--- src/rtl/riscv_pkg.sv ---
// riscv_pkg
// Shared definitions for the execute stage and its ALU:
//   alu_op_t            ALU operation encoding carried in the ID/EX register
//   FWD_REG/WB/MEM      operand forward-select codes (2'b11 also selects the register value)
//   ST_WORD             store-type code for a word store (funct3 encoding)
package riscv_pkg;

  typedef enum logic [3:0] {
    ALU_ADD    = 4'd0,
    ALU_SUB    = 4'd1,
    ALU_AND    = 4'd2,
    ALU_OR     = 4'd3,
    ALU_XOR    = 4'd4,
    ALU_SLT    = 4'd5,
    ALU_SLTU   = 4'd6,
    ALU_SLL    = 4'd7,
    ALU_SRL    = 4'd8,
    ALU_SRA    = 4'd9,
    ALU_PASSB  = 4'd10,
    ALU_UNUSED = 4'd11
  } alu_op_t;

  localparam logic [1:0] FWD_REG = 2'b00;
  localparam logic [1:0] FWD_WB  = 2'b01;
  localparam logic [1:0] FWD_MEM = 2'b10;

  localparam logic [2:0] ST_WORD = 3'b010;

endpackage

--- src/rtl/execute_stage_alu.sv ---
// alu
// Purely combinational ALU.
//   a_i, b_i   operands (DATA_WIDTH)
//   op_i       operation (alu_op_t)
//   result_o   result (DATA_WIDTH); arithmetic wraps, no overflow flag.
//              ALU_UNUSED and codes outside the enum give 0.
module alu
  import riscv_pkg::*;
#(
  parameter int DATA_WIDTH = 32
) (
  input  logic [DATA_WIDTH-1:0] a_i,
  input  logic [DATA_WIDTH-1:0] b_i,
  input  alu_op_t               op_i,
  output logic [DATA_WIDTH-1:0] result_o
);

  // Shift amount is always the low five bits of b, as in RV32.
  logic [4:0] shamt;
  assign shamt = b_i[4:0];

  always_comb begin
    result_o = '0;
    case (op_i)
      ALU_ADD:   result_o = a_i + b_i;
      ALU_SUB:   result_o = a_i - b_i;
      ALU_AND:   result_o = a_i & b_i;
      ALU_OR:    result_o = a_i | b_i;
      ALU_XOR:   result_o = a_i ^ b_i;
      ALU_SLT:   result_o = {{(DATA_WIDTH-1){1'b0}}, ($signed(a_i) < $signed(b_i))};
      ALU_SLTU:  result_o = {{(DATA_WIDTH-1){1'b0}}, (a_i < b_i)};
      ALU_SLL:   result_o = a_i << shamt;
      ALU_SRL:   result_o = a_i >> shamt;
      ALU_SRA:   result_o = $unsigned($signed(a_i) >>> shamt);
      ALU_PASSB: result_o = b_i;
      default:   result_o = '0;
    endcase
  end

endmodule

--- src/rtl/execute_stage.sv ---
// execute_stage
// Pipeline execute stage: operand forwarding, ALU, branch target, EX/MEM register.
//   i_clk, i_rst_n           clock, asynchronous active-low reset
//   i_stall_m                hold the EX/MEM register
//   i_*_e                    ID/EX pipeline register fields
//   i_forward_a_e/_b_e       forward selects (00 reg, 01 WB, 10 MEM, 11 reg)
//   i_result_w               writeback-stage result
//   o_zero_e, o_pctarget_e   combinational zero flag / branch target to the front end
//   o_*_m                    EX/MEM pipeline register outputs
module execute_stage
  import riscv_pkg::*;
#(
  parameter int DATA_WIDTH = 32,
  parameter int ADDR_WIDTH = 5,
  parameter int PC_WIDTH   = 11
) (
  input  logic                  i_clk,
  input  logic                  i_rst_n,
  input  logic                  i_stall_m,
  input  logic                  i_regwrite_e,
  input  logic [1:0]            i_resultsrc_e,
  input  logic                  i_memwrite_e,
  input  alu_op_t               i_aluctrl_e,
  input  logic                  i_alusrc_e,
  input  logic [2:0]            i_storetype_e,
  input  logic [DATA_WIDTH-1:0] i_rs1_data_e,
  input  logic [DATA_WIDTH-1:0] i_rs2_data_e,
  input  logic [DATA_WIDTH-1:0] i_immext_e,
  input  logic [PC_WIDTH-1:0]   i_pc_e,
  input  logic [PC_WIDTH-1:0]   i_pc4_e,
  input  logic [ADDR_WIDTH-1:0] i_rd_addr_e,
  input  logic [1:0]            i_forward_a_e,
  input  logic [1:0]            i_forward_b_e,
  input  logic [DATA_WIDTH-1:0] i_result_w,
  output logic                  o_zero_e,
  output logic [PC_WIDTH-1:0]   o_pctarget_e,
  output logic                  o_regwrite_m,
  output logic [1:0]            o_resultsrc_m,
  output logic                  o_memwrite_m,
  output logic [2:0]            o_storetype_m,
  output logic [DATA_WIDTH-1:0] o_aluresult_m,
  output logic [DATA_WIDTH-1:0] o_writedata_m,
  output logic [ADDR_WIDTH-1:0] o_rd_addr_m,
  output logic [PC_WIDTH-1:0]   o_pc4_m
);

  // EX/MEM register state
  logic                  regwrite_q,  regwrite_d;
  logic [1:0]            resultsrc_q, resultsrc_d;
  logic                  memwrite_q,  memwrite_d;
  logic [2:0]            storetype_q, storetype_d;
  logic [DATA_WIDTH-1:0] aluresult_q, aluresult_d;
  logic [DATA_WIDTH-1:0] writedata_q, writedata_d;
  logic [ADDR_WIDTH-1:0] rd_addr_q,   rd_addr_d;
  logic [PC_WIDTH-1:0]   pc4_q,       pc4_d;

  logic [DATA_WIDTH-1:0] src_a;
  logic [DATA_WIDTH-1:0] fwd_b;
  logic [DATA_WIDTH-1:0] src_b;
  logic [DATA_WIDTH-1:0] alu_result;

  // Forward muxes. The MEM path reads the registered ALU result of the
  // previous instruction, so there is no combinational loop through the ALU.
  always_comb begin
    case (i_forward_a_e)
      FWD_WB:  src_a = i_result_w;
      FWD_MEM: src_a = aluresult_q;
      default: src_a = i_rs1_data_e;
    endcase
  end

  always_comb begin
    case (i_forward_b_e)
      FWD_WB:  fwd_b = i_result_w;
      FWD_MEM: fwd_b = aluresult_q;
      default: fwd_b = i_rs2_data_e;
    endcase
  end

  assign src_b = i_alusrc_e ? i_immext_e : fwd_b;

  alu #(
    .DATA_WIDTH (DATA_WIDTH)
  ) u_alu (
    .a_i      (src_a),
    .b_i      (src_b),
    .op_i     (i_aluctrl_e),
    .result_o (alu_result)
  );

  assign o_zero_e     = (alu_result == '0);
  // Target is computed at PC width, so it wraps naturally.
  assign o_pctarget_e = i_pc_e + i_immext_e[PC_WIDTH-1:0];

  // Next-state: hold while the memory stage is stalled.
  always_comb begin
    regwrite_d  = regwrite_q;
    resultsrc_d = resultsrc_q;
    memwrite_d  = memwrite_q;
    storetype_d = storetype_q;
    aluresult_d = aluresult_q;
    writedata_d = writedata_q;
    rd_addr_d   = rd_addr_q;
    pc4_d       = pc4_q;
    if (!i_stall_m) begin
      regwrite_d  = i_regwrite_e;
      resultsrc_d = i_resultsrc_e;
      memwrite_d  = i_memwrite_e;
      storetype_d = i_storetype_e;
      aluresult_d = alu_result;
      writedata_d = fwd_b;
      rd_addr_d   = i_rd_addr_e;
      pc4_d       = i_pc4_e;
    end
  end

  always_ff @(posedge i_clk or negedge i_rst_n) begin
    if (!i_rst_n) begin
      regwrite_q  <= 1'b0;
      resultsrc_q <= 2'b00;
      memwrite_q  <= 1'b0;
      storetype_q <= ST_WORD;
      aluresult_q <= '0;
      writedata_q <= '0;
      rd_addr_q   <= '0;
      pc4_q       <= '0;
    end else begin
      regwrite_q  <= regwrite_d;
      resultsrc_q <= resultsrc_d;
      memwrite_q  <= memwrite_d;
      storetype_q <= storetype_d;
      aluresult_q <= aluresult_d;
      writedata_q <= writedata_d;
      rd_addr_q   <= rd_addr_d;
      pc4_q       <= pc4_d;
    end
  end

  assign o_regwrite_m  = regwrite_q;
  assign o_resultsrc_m = resultsrc_q;
  assign o_memwrite_m  = memwrite_q;
  assign o_storetype_m = storetype_q;
  assign o_aluresult_m = aluresult_q;
  assign o_writedata_m = writedata_q;
  assign o_rd_addr_m   = rd_addr_q;
  assign o_pc4_m       = pc4_q;

endmodule

--- config.mk ---
export PLATFORM = sky130hd
export DESIGN_NAME = execute_stage
export DESIGN_NICKNAME = d
export VERILOG_FILES = /design/src/rtl/riscv_pkg.sv /design/src/rtl/execute_stage_alu.sv /design/src/rtl/execute_stage.sv
export SDC_FILE = /design/constraint.sdc
export NUM_CORES = 1
export LEC_CHECK = 0
export ABC_AREA = 1
export BUFFER_PORTS_ARGS = -buffer_cell sky130_fd_sc_hd__buf_2
export CAP_MARGIN = 40
export CELL_PAD_IN_SITES_DETAIL_PLACEMENT = 2
export CELL_PAD_IN_SITES_GLOBAL_PLACEMENT = 2
export CORE_ASPECT_RATIO = 1.1
export CORE_MARGIN = 5
export CORE_UTILIZATION = 29
export CTS_CLUSTER_DIAMETER = 80
export DETAILED_ROUTE_END_ITERATION = 10
export PLACE_DENSITY = 0.87
export SLEW_MARGIN = 5
export SYNTH_ARGS = -nofsm -noshare
export SYNTH_HDL_FRONTEND = slang
export SYNTH_SLANG_ARGS = --single-unit
--- constraint.sdc ---
create_clock -name i_clk -period 11 [get_ports i_clk]
set_input_delay 3.3 -clock i_clk [delete_from_list [all_inputs] [get_ports i_clk]]
set_output_delay 3.3 -clock i_clk [all_outputs]
set_load 0.03 [all_outputs]
==> flow_summary.json <==
{
  "worstPathRequired_ns": 7.70,
  "num_vias": 26170,
  "synth_fa_ha_area_share_pct": 9.604,
  "postSynthCellCount": 2782,
  "hold_slack_ns": 0.5080,
  "cts_hold_buffers": 0,
  "antenna_found_initial": 9,
  "numCtsBuffers": 9,
  "grt_pass1_wl_um": 185200,
  "cts.clk_slew.worst_paths_ns": 0.08,
  "grt_max_degree": 88,
  "finalSetupTns_ns": -0.4757,
  "viasPerCell": 6.440,
  "finalMaxSlewViolations": 0,
  "drive_gt1_share_pct": 29.57,
  "rows": 88,
  "synth-seq-area-share_pct": 14.19,
  "layout_common_cells": "nand2_1, nand3_1, buf_4",
  "hold_path_class": "flop to flop",
  "drt-initial-drc-count": 3445,
  "synth_top_family_by_area": "simple AND/OR/NAND/NOR gates",
  "path_class": "primary input to primary output",
  "critical-path-max-stage-delay_ns": 0.32,
  "power.density_nw_per_um2": 149.8,
  "synthMuxAreaShare_pct": 0,
  "fin_ws_ns": -0.4757,
  "async_reset_ff_share_pct": 100.0,
  "synth_compound_area_share_pct": 16.02,
  "fmaxAchievable_ghz": 0.08714,
  "start_util_pct": 29.28,
  "pin_count": 273,
  "design_area_um2": 21810,
  "hpwl_um": 99390,
  "synth_edf_count": 0,
  "p_leak_nw": 11.28,
  "io_buffer_count": 272,
  "syn_to_final_growth_pct": 42.12,
  "wl_um": 143900,
  "final_common_cell": "nand2_1",
  "min_path_cells": 2,
  "reg2reg_depth": 23,
  "gp_congestion": 1.050,
  "crit_top_cell": "nand2_1",
  "core_um2": 52410,
  "cp_data_arrival_time_ns": 8.18,
  "period_share_pct": 104.3,
  "synth_xor_area_share_pct": 0.7990,
  "pre_cts_slack_ns": -0.6429,
  "synth-seq-cells": 87,
  "cts_buffer_depth": 2,
  "clock_skew_ns": 0.01039,
  "htreeDepth": 3,
  "avgSynthCellArea_um2": 5.517,
  "drc": 0,
  "nets": 3670,
  "critPathMaxFanout": 10,
  "status": "finished, violations left",
  "maxCapViolations": 0,
  "placed_area_um2": 20210,
  "cts.sinks": 87,
  "ant_nets": 0,
  "ir_worst_vdd_mv": 0.06752,
  "yosys_warnings": 0,
  "die_w_um": 229.3,
  "wl_per_cell_um": 35.40,
  "syn_area_um2": 15350,
  "start_kind": "primary input",
  "slew_headroom_pct": 36.36,
  "syn_nets": 3072,
  "dieArea_um2": 57630,
  "hold_viol_final": 0,
  "grt_usage_pct": 42.59,
  "worstMarginPinSlew_ns": 0.9546,
  "cts.root.buffer_cell": "clkbuf_16",
  "cts_tree": "built",
  "fin_crit_ns": 11.48,
  "clkLatencyLatePin_ns": 0.39,
  "dr.pass1.iters": 6,
  "synthFlopType": "dfrtp_1",
  "grt_pass1_vias": 26850,
  "overflow": 0,
  "setup-violations-final": 1,
  "synthDistinctLibCells": 53,
  "die_h_um": 251.3,
  "synth_simple_gate_area_share_pct": 48.09,
  "slowest_stage": "ha_4",
  "failed_checks": "negative setup slack",
  "cp-end-kind": "primary output"
}
==> layer usage <==
layer	global-route usage, %	vias up	wire (um)
met5	0	-	79
met4	30.97	12	15020
met3	9.352	794	15840
met2	68.21	2040	61420
met1	50.34	12920	51490
li1	-	10410	-
==> synth_stat cells (all sizes together) (22+ instances only) <==
cell type / count / area [um2]
nand3: 536 / 2735
nand2: 858 / 3251
or2: 23 / 143.9
buf: 85 / 489.2
a21oi: 134 / 674.4
clkbuf: 54 / 205.2
o21ai: 220 / 1131
nor3: 22 / 110.1
inv: 272 / 1023
ha: 113 / 1414
nor2: 219 / 834.6
dfrtp: 86 / 2152
nand4: 38 / 237.7
==> registers in the layout, indices dropped and copies added, names as in the netlist <==
name	flops
o_resultsrc_m	2
o_memwrite_m	1
o_aluresult_m	32
o_rd_addr_m	5
o_pc4_m	11
o_regwrite_m	1
o_storetype_m	3
o_writedata_m	32
==> layout make-up <==
type	count	area, um2
clock buffer	10	229.0
antenna	4	10.01
tap	675	844.6
timing repair buffer	725	5014
multi-input combinational	2280	12430
timing repair inverter	1	5.005
fill	6523	30600
clock inverter	6	46.29
sequential	87	2178
inverter	276	1056
==> logic make-up after synthesis <==
family,after synthesis
simple gates,1706
compound gates,444
buf+inv,415
fa+ha+maj,116
flops,87
xor+xnor,14
==> timing repair <==
action / CTS / global route
pin swaps: 2 / 42
resized for setup: 81 / 231
setup endpoints to repair: 1 / 1
gates cloned: 1 / 2
buffers inserted: 2 / 25
==> critical path: cells and delay by family <==
family | cells | cell delay (ns)
simple gates | 16 | 2.46
compound gates | 3 | 0.64
buf+inv | 9 | 1.18
fa+ha+maj | 2 | 0.57
==> report_power, final <==
part | internal (mW) | switching (mW) | leakage, nW
Combinational | 0.818 | 1.68 | 10.1
Clock | 0.155 | 0.179 | 0.117
Sequential | 0.365 | 0.0735 | 1.08
Total | 1.34 | 1.93 | 11.3
==> metrics by stage <==
stage | power [mW] | instances | utilization, %
finish | 3.266 | 4064 | 41.62
global route | 3.316 | 4062 | 41.61
CTS | 2.846 | 4033 | 39.64
detailed placement | 2.474 | 4014 | 38.55
global placement | 2.375 | 4010 | 38.41
floorplan | 1.394 | 2782 | -
==> path summary, 6_finish.rpt <==
| path | endpoint | slack, ns | startpoint |
|---|---|---|---|
| setup / recovery | o_zero_e | -0.48 | i_forward_b_e[0] |
| hold / removal | o_rd_addr_m[4] | 0.51 | o_rd_addr_m[4] |
| setup reg to reg | o_aluresult_m[19] | 6.50 | o_aluresult_m[3] |
| hold reg to reg | o_rd_addr_m[4] | 0.51 | o_rd_addr_m[4] |
| max in group asynchronous | o_storetype_m[1] | 7.23 | i_rst_n |
| min in group asynchronous | o_aluresult_m[13] | 2.76 | i_rst_n |
Power figures use the tool's default switching activity.
